### src/rtl/rr_priority_arbiter.sv
// Round-robin arbiter for 8 requesters sharing one resource.
// A grant is held while the winner keeps requesting, for at most MAX_HOLD
// cycles. Every grant is followed by at least one idle cycle. The search
// pointer moves past the released owner, so that owner has the lowest
// priority at the next evaluation.
//
// state | meaning
// ------+-----------------------------------------------------------
// IDLE  | no grant; the next edge with en=1 and req!=0 picks a winner
// GRANT | gnt/gnt_id hold the winner; release conditions checked each edge
module rr_priority_arbiter #(
  parameter int N        = 8,
  parameter int MAX_HOLD = 8
) (
  input  logic                 clk,
  input  logic                 rst_n,
  input  logic                 en,
  input  logic [N-1:0]         req,
  output logic [N-1:0]         gnt,
  output logic [$clog2(N)-1:0] gnt_id,
  output logic                 gnt_valid,
  output logic                 timeout
);

  localparam int IW = $clog2(N);
  localparam int HW = $clog2(MAX_HOLD + 1);

  typedef enum logic {
    IDLE,
    GRANT
  } state_t;

  state_t        state;
  logic [IW-1:0] ptr;
  logic [HW-1:0] hold_cnt;

  logic [IW-1:0] win_id;
  logic          win_found;
  logic [IW-1:0] cand;

  // Rotating search from ptr. Scanning from the farthest offset down means
  // the closest set bit to ptr is the last one written and therefore wins.
  // The index wraps naturally because N is a power of two.
  always_comb begin
    win_found = 1'b0;
    win_id    = '0;
    cand      = '0;
    for (int k = N - 1; k >= 0; k--) begin
      cand = ptr + IW'(k);
      if (req[cand]) begin
        win_found = 1'b1;
        win_id    = cand;
      end
    end
  end

  // Arbitration FSM with registered grant outputs and a one-cycle timeout pulse.
  always_ff @(posedge clk or negedge rst_n) begin
    if (!rst_n) begin
      state     <= IDLE;
      ptr       <= '0;
      hold_cnt  <= '0;
      gnt       <= '0;
      gnt_id    <= '0;
      gnt_valid <= 1'b0;
      timeout   <= 1'b0;
    end else begin
      timeout <= 1'b0;
      case (state)
        IDLE: begin
          if (en && win_found) begin
            state     <= GRANT;
            gnt       <= N'(1) << win_id;
            gnt_id    <= win_id;
            gnt_valid <= 1'b1;
            hold_cnt  <= HW'(1);
          end
        end
        GRANT: begin
          if (!en || !req[gnt_id]) begin
            // A voluntary release or an abort never reports a timeout,
            // even when it coincides with the hold limit.
            state     <= IDLE;
            gnt       <= '0;
            gnt_valid <= 1'b0;
            ptr       <= gnt_id + IW'(1);
          end else if (hold_cnt == HW'(MAX_HOLD)) begin
            state     <= IDLE;
            gnt       <= '0;
            gnt_valid <= 1'b0;
            ptr       <= gnt_id + IW'(1);
            timeout   <= 1'b1;
          end else begin
            hold_cnt <= hold_cnt + HW'(1);
          end
        end
        default: begin
          state     <= IDLE;
          gnt       <= '0;
          gnt_valid <= 1'b0;
        end
      endcase
    end
  end

endmodule

### config.mk
export PLATFORM = sky130hd
export DESIGN_NAME = rr_priority_arbiter
export DESIGN_NICKNAME = d
export VERILOG_FILES = /design/src/rtl/rr_priority_arbiter.sv
export SDC_FILE = /design/constraint.sdc
export NUM_CORES = 1
export LEC_CHECK = 0
export ABC_AREA = 1
export CAP_MARGIN = 0
export CORE_AREA = 5 5 61 63
export CTS_BUF_LIST = sky130_fd_sc_hd__clkbuf_8
export CTS_CLUSTER_DIAMETER = 30
export DETAILED_ROUTE_END_ITERATION = 7
export DIE_AREA = 0 0 66 68
export HOLD_SLACK_MARGIN = 0.05
export PLACE_DENSITY = 0.8
export SETUP_SLACK_MARGIN = 0.2
export SYNTH_ARGS = -nofsm -noshare
export SYNTH_HDL_FRONTEND = slang
export SYNTH_SLANG_ARGS = --single-unit
### constraint.sdc
create_clock -name clk -period 3 [get_ports clk]
set_input_delay 0.3 -clock clk [delete_from_list [all_inputs] [get_ports clk]]
set_output_delay 0.3 -clock clk [all_outputs]
set_load 0.05 [all_outputs]
==> results of run 1 <==
==> sequential cells by signal, summed over array words and instances (netlist names) <==
signal and cells:
gnt 8, gnt_id 3, gnt_valid 1, hold_cnt 4
ptr 3, state 1, timeout 1
==> layout make-up <==
| cell class | count | area, um2 |
|---|---|---|
| fillers | 308 | 1180 |
| clock buffers | 3 | 41.3 |
| well taps | 46 | 57.6 |
| multi-input cells | 194 | 1010 |
| inverters | 34 | 129 |
| flip-flops and latches | 21 | 528 |
| repair buffers | 23 | 230 |
| clock inverters | 1 | 3.75 |
==> layer usage <==
layer  track usage, %  vias up
li1                 -      861
met1             26.3      741
met2             33.8       65
met3             2.46        9
met4             7.87        0
met5                0        -
==> path summary, 6_finish.rpt <==
check                      endpoint  slack, ns
setup / recovery             gnt[4]       0.45
min in group asynchronous    gnt[0]       0.57
setup reg to reg             gnt[4]       0.45
hold / removal               gnt[7]       0.49
max in group asynchronous    ptr[1]       1.77
hold reg to reg              gnt[7]       0.49
==> logic make-up (layout without fill, tap and decap cells) <==
| logic type | Yosys count | after routing |
|---|---|---|
| AOI/OAI and AO/OA | 26 | 26 |
| xor gates and xnor gates | 5 | 5 |
| adders and majority gates | 5 | 5 |
| DFF | 21 | 21 |
| buffers and inverters | 36 | 61 |
| and+or+nand+nor | 158 | 158 |
==> cells in the final DEF (no fill, tap or decap) <==
| master | count |
|---|---|
| nand2_1 | 84 |
| nand3_1 | 42 |
| inv_1 | 25 |
| clkdlybuf4s50_1 | 23 |
| dfrtp_1 | 19 |
| nor2_1 | 12 |
| inv_2 | 9 |
| o21ai_0 | 7 |
| nand2_2 | 7 |
| a21oi_1 | 6 |
| o21ai_1 | 5 |
| ha_1 | 5 |
| nand3_2 | 3 |
| xor2_1 | 3 |
| a21oi_2 | 3 |
| clkbuf_8 | 3 |
| nand4_1 | 2 |
| o21ai_2 | 2 |
| nor2_2 | 2 |
| nand2_4 | 2 |
| dfrtp_2 | 2 |
| o22ai_1 | 1 |
| o211ai_1 | 1 |
| xnor2_2 | 1 |
| xnor2_1 | 1 |
| nor3_2 | 1 |
| nor2_4 | 1 |
| nor3_1 | 1 |
| nand3_4 | 1 |
| clkinv_2 | 1 |
| o31ai_2 | 1 |
==> stage by stage <==
| step | hold slack (ns) | std cells | utilization, % | area, um2 |
|---|---|---|---|---|
| global placement | 0.465 | 318 | 61.4 | 1950 |
| floorplan | 0.00441 | 251 | - | 1680 |
| finish | 0.486 | 322 | 62.9 | 2000 |
| detailed placement | 0.465 | 318 | 61.4 | 1950 |
| global route | 0.515 | 322 | 62.9 | 2000 |
| CTS | 0.492 | 322 | 62.8 | 2000 |
==> worst min-delay path, stage by stage (launching register included) <==
cell and delay, ns:
dfrtp_1 0.35, nand2_1 0.05, nand2_1 0.06
==> timing repair <==
action / 4_1_cts / 5_1_grt
hold endpoints to repair: 0 / 0
setup endpoints to repair: 0 / 13
resized for setup: 0 / 2
hold buffers: 0 / 0
==> flow_metrics.env, run 1 <==
export IMPL_max_clock_freq_mhz=392
export IMPL_grt_first_pass_wirelength_mm=6.96
export IMPL_top_layer_used="met4"
export IMPL_cts_buffers=3
export IMPL_post_cts_buffers=0
export IMPL_clk_pin_slew_worst_paths_ns=0.07
export IMPL_hold_viol=0
export IMPL_die_x_um=66
export IMPL_ys_async_sr_fraction_pct=100
export IMPL_pre_cts_ws_ns=0.352
export IMPL_drtAntennaViolNets=0
export IMPL_grt_overflow=0
export IMPL_final_period_utilization_pct=85.0
export IMPL_initial_utilization_pct=52.8
export IMPL_setup_viol=0
export IMPL_fin_setup_tns_ns=0
export IMPL_drt_wl_total_mm=4.13
export IMPL_port_buffers=23
export IMPL_finClkSkew_ns=0.00386
export IMPL_synth_common_cells="nand2_1, nand3_1, inv_1"
export IMPL_syn_to_final_growth_pct=19.1
export IMPL_die_area_mm2=0.00449
export IMPL_place_gp_congestion=0.968
export IMPL_drt_wirelength_per_cell_um=12.8
export IMPL_met2_length_mm=1.98
export IMPL_required_ns=3.15
export IMPL_cp_slowest_cell="dfrtp_2"
export IMPL_core_rowCount=21
export IMPL_yosys_warnings=0
export IMPL_grt_use_total_pct=20.1
export IMPL_synth_most_common_cell="nand2_1"
export IMPL_drtIter0Drc=152
export IMPL_drc=0
export IMPL_crit_start="ptr[0]"
export IMPL_core_mm2=0.00318
export IMPL_fin_ws_ns=0.451
export IMPL_synth_ff_latch_count=21
export IMPL_holdCritStartpoint="gnt[7]"
export IMPL_wl_met1_mm=1.87
export IMPL_synth_edf_count=0
export IMPL_num_nets_final=293
export IMPL_viasPerCell=5.20
export IMPL_root_buffer="clkbuf_8"
export IMPL_critPathTopFamily="simple AND/OR/NAND/NOR gates"
export IMPL_path_cells="inv_2 > ha_1 > inv_1 > nand3_1 > nand3_1 > nand2_1 > nor2_1 > nand2_1 > nor2_2 > nand2_4 > nand3_4 > nor2_2 > nand2_2 > inv_2 > nand3_1 > nand2_1"
export IMPL_timing_max_transition_violations_final=0
export IMPL_synth_top_area_share_pct=31.3
export IMPL_worst_slew_pin_transition_ns=0.966
export IMPL_num_antenna_cells=0
export IMPL_clk_latency_ns=0.26
export IMPL_ios=24
export IMPL_path_buf_inv=3
export IMPL_synthMuxAreaShare_pct=0
export IMPL_status="finished clean"
export IMPL_synth_top_family_by_area="simple AND/OR/NAND/NOR gates"
export IMPL_hp_class="flop to flop"
export IMPL_first_pass_iters=5
export IMPL_synth_simple_area_share_pct=43.8
export IMPL_cts_buffer_depth=2
export IMPL_cp_start_kind="flop"
export IMPL_dp_hpwl_mm=3.29
export IMPL_syn_nets=267
export IMPL_rsz0062_at_grt="no"
export IMPL_avgSynthCellArea_um2=6.69
export IMPL_synthAdderAreaFrac_pct=3.73
export IMPL_reg2reg_depth=16
export IMPL_synth_cells=251
export IMPL_maxCapViolations=0
export IMPL_critical_path_depth=16
export IMPL_max_slew_margin_pct=35.4
export IMPL_critPathKind="flop to flop"
export IMPL_fin_crit_ns=2.55
export IMPL_cp_arrival_ns=2.70
export IMPL_syn_cell_area_mm2=0.00168
export IMPL_hold_depth=2
export IMPL_yosys_area_top_type="dfrtp_1"
export IMPL_die_h_um=68
export IMPL_grt_pass1_vias=1555
export IMPL_grt_max_degree=22
export IMPL_crit_path_end_kind="flop"
export IMPL_synth_area_top_cells="dfrtp_1, nand2_1, nand3_1, inv_1, ha_1"
export IMPL_synthXorXnorAreaFrac_pct=3.06
export IMPL_antenna_found_initial=0
export IMPL_layout_drive_gt1_share_pct=14.1
export IMPL_synth_cell_types=29
export IMPL_met3_length_um=194
export IMPL_path_max_fanout=12
export IMPL_synth_seq_area_share_pct=31.3
export IMPL_cts_num_sinks=21
export IMPL_htreeDepth=1
export IMPL_cp_slowest_stage_delay_ns=0.48
export IMPL_route_vias_total=1676
export IMPL_synth_ff_type="dfrtp_1"
export IMPL_synth_compound_area_share_pct=9.54
export IMPL_reg2reg_from="ptr[0]"
export IMPL_cts_tree="built"
Power of run 1 is not shown: default switching activity piles up to over one toggle a cycle in this logic, so the estimate is an artifact.
==> inputs of run 2 (changes only) <==
==> constraint.sdc (replaced) <==
create_clock -name clk -period 2.5 [get_ports clk]
set_input_delay 0.25 -clock clk [delete_from_list [all_inputs] [get_ports clk]]
set_output_delay 0.25 -clock clk [all_outputs]
set_load 0.05 [all_outputs]
==> run 2 against run 1 <==
Against the previous run:
- worst setup slack got worse by 0.15 ns
- first-iteration DRC count shrank 3.9%
- non-clock buffer count increased by 8
- maximum frequency increased by 16%
==> flow_metrics.env, run 2 (synthesis results as in run 1) <==
export IMPL_biggestRegsByFlops="gnt: 8 flops, hold_cnt: 4 flops"
export IMPL_max_slew_margin_pct=66.3
export IMPL_viasPerCell=5.21
export IMPL_die_area_mm2=0.00449
export IMPL_clk_pin_slew_worst_paths_ns=0.07
export IMPL_cp_slowest_stage_delay_ns=0.41
export IMPL_port_buffers=23
export IMPL_timing_max_transition_violations_final=0
export IMPL_core_mm2=0.00318
export IMPL_grt_overflow=0
export IMPL_drc=0
export IMPL_fin_setup_tns_ns=0
export IMPL_cts_tree="built"
export IMPL_antenna_found_initial=0
export IMPL_cp_start_kind="flop"
export IMPL_cts_num_sinks=21
export IMPL_status="finished clean"
export IMPL_critPathKind="flop to flop"
export IMPL_max_clock_freq_mhz=455
export IMPL_place_gp_congestion=1.01
export IMPL_path_cells="inv_2 > ha_1 > buf_4 > nand3_1 > nand3_1 > nand2_2 > nor2_1 > nand2_1 > nor2_2 > nand2_4 > nand2_2 > nor2_4 > nand2_4 > o21ai_2 > a21oi_2"
export IMPL_grt_max_degree=22
export IMPL_syn_to_final_growth_pct=25.8
export IMPL_fin_crit_ns=2.20
export IMPL_required_ns=2.65
export IMPL_cp_arrival_ns=2.35
export IMPL_die_h_um=68
export IMPL_crit_path_end_kind="flop"
export IMPL_grt_pass1_vias=1736
export IMPL_n_fill_cell=318
export IMPL_htreeDepth=1
export IMPL_largest_reg_flops=8
export IMPL_cts_buffer_depth=2
export IMPL_final_common_cell="nand2_1"
export IMPL_initial_utilization_pct=52.8
export IMPL_ctsHoldBuffers=0
export IMPL_hp_class="input pin to asynchronous set/reset pin"
export IMPL_final_period_utilization_pct=87.9
export IMPL_regMostFlops="gnt"
export IMPL_finClkSkew_ns=0.00415
export IMPL_cp_slowest_cell="dfrtp_1"
export IMPL_root_buffer="clkbuf_8"
export IMPL_drt_wirelength_per_cell_um=12.8
export IMPL_core_rowCount=21
export IMPL_hold_ws_ns=0.330
export IMPL_num_antenna_cells=0
export IMPL_worst_slew_pin_transition_ns=0.504
export IMPL_drtIter0Drc=146
export IMPL_fin_util_pct=66.4
export IMPL_drt_wl_total_mm=4.21
export IMPL_grt_use_total_pct=21.7
export IMPL_layout_drive_gt1_share_pct=20.1
export IMPL_num_nets_final=301
export IMPL_dp_hpwl_mm=3.30
export IMPL_final_cell_mix="nand2_1, nand3_1, inv_1"
export IMPL_die_x_um=66
export IMPL_grt_first_pass_wirelength_mm=7.58
export IMPL_route_vias_total=1720
export IMPL_path_max_fanout=5
export IMPL_rsz0062_at_grt="yes"
export IMPL_ios=24
export IMPL_drtAntennaViolNets=0
export IMPL_first_pass_iters=4
export IMPL_clk_latency_ns=0.26
export IMPL_cts_buffers=3
export IMPL_maxCapViolations=0
export IMPL_hold_viol=0
export IMPL_setup_viol=0
-- run 2: cell types whose count changed in the layout (fill, tap and decap cells not counted), moves of 3 or more --
cell	previous run	this run
buf_4	0	8
nand2_1	84	78
nand2_2	7	12
nand3_1	42	39
nand3_2	3	6
-- run 2: stage by stage --
stage / cell area, um2 / instances / setup slack, ns
after global placement: 1990 / 323 / 0.182
after global routing: 2110 / 330 / 0.179
after detailed placement: 1990 / 323 / 0.181
after CTS: 2040 / 327 / 0.214
after floorplan: 1680 / 251 / 0.366
final: 2110 / 330 / 0.303
-- run 2: final cells by class --
cell class	instances	area [um2]	share of cell area (%)
Clock buffer	3	41.3	1.95
Clock inverter	1	3.75	0.178
Inverter	34	129	6.10
Multi-Input combinational cell	194	1060	50.4
Sequential cell	21	527	24.9
Tap cell	46	57.6	2.73
Timing Repair Buffer	31	290	13.7
-- run 2: worst paths after layout --
| kind | start | endpoint | slack (ns) | cells past startpoint |
|---|---|---|---|---|
| worst min-delay path | rst_n | gnt[1] | 0.33 | 2 |
| worst max register to register | ptr[0] | hold_cnt[2] | 0.30 | 15 |
| min in group clk | gnt[0] | gnt[0] | 0.48 | 2 |
| max in group asynchronous | rst_n | ptr[1] | 1.94 | 2 |
| worst max-delay path | ptr[0] | hold_cnt[2] | 0.30 | 15 |
| worst min register to register | gnt[0] | gnt[0] | 0.48 | 2 |
-- run 2: what timing repair did --
action	4_1_cts	5_1_grt
setup endpoints to repair	6	14
resized for setup	1	14
pin swaps	0	4
setup buffers	0	3
-- run 2: worst max-delay path: cells and delay by family (launching register included) --
family	cells	cell delay, ns
AO/OA/AOI/OAI	2	0.17
buffers and inverters	2	0.22
adder cells (fa/ha/maj)	1	0.32
flip-flops	1	0.41
AND/OR/NAND/NOR	10	0.96
-- run 2: metal layers --
layer	GRT usage [%]	vias to the layer above	share of wire (%)	wire, um
met5	0	-	0	0
met4	8.38	0	1.4	61
met3	2.46	8	4.4	186
met2	36.5	44	48	2030
met1	28.7	786	46	1940
li1	-	882	-	-
Power of run 2 is left out for the same reason.
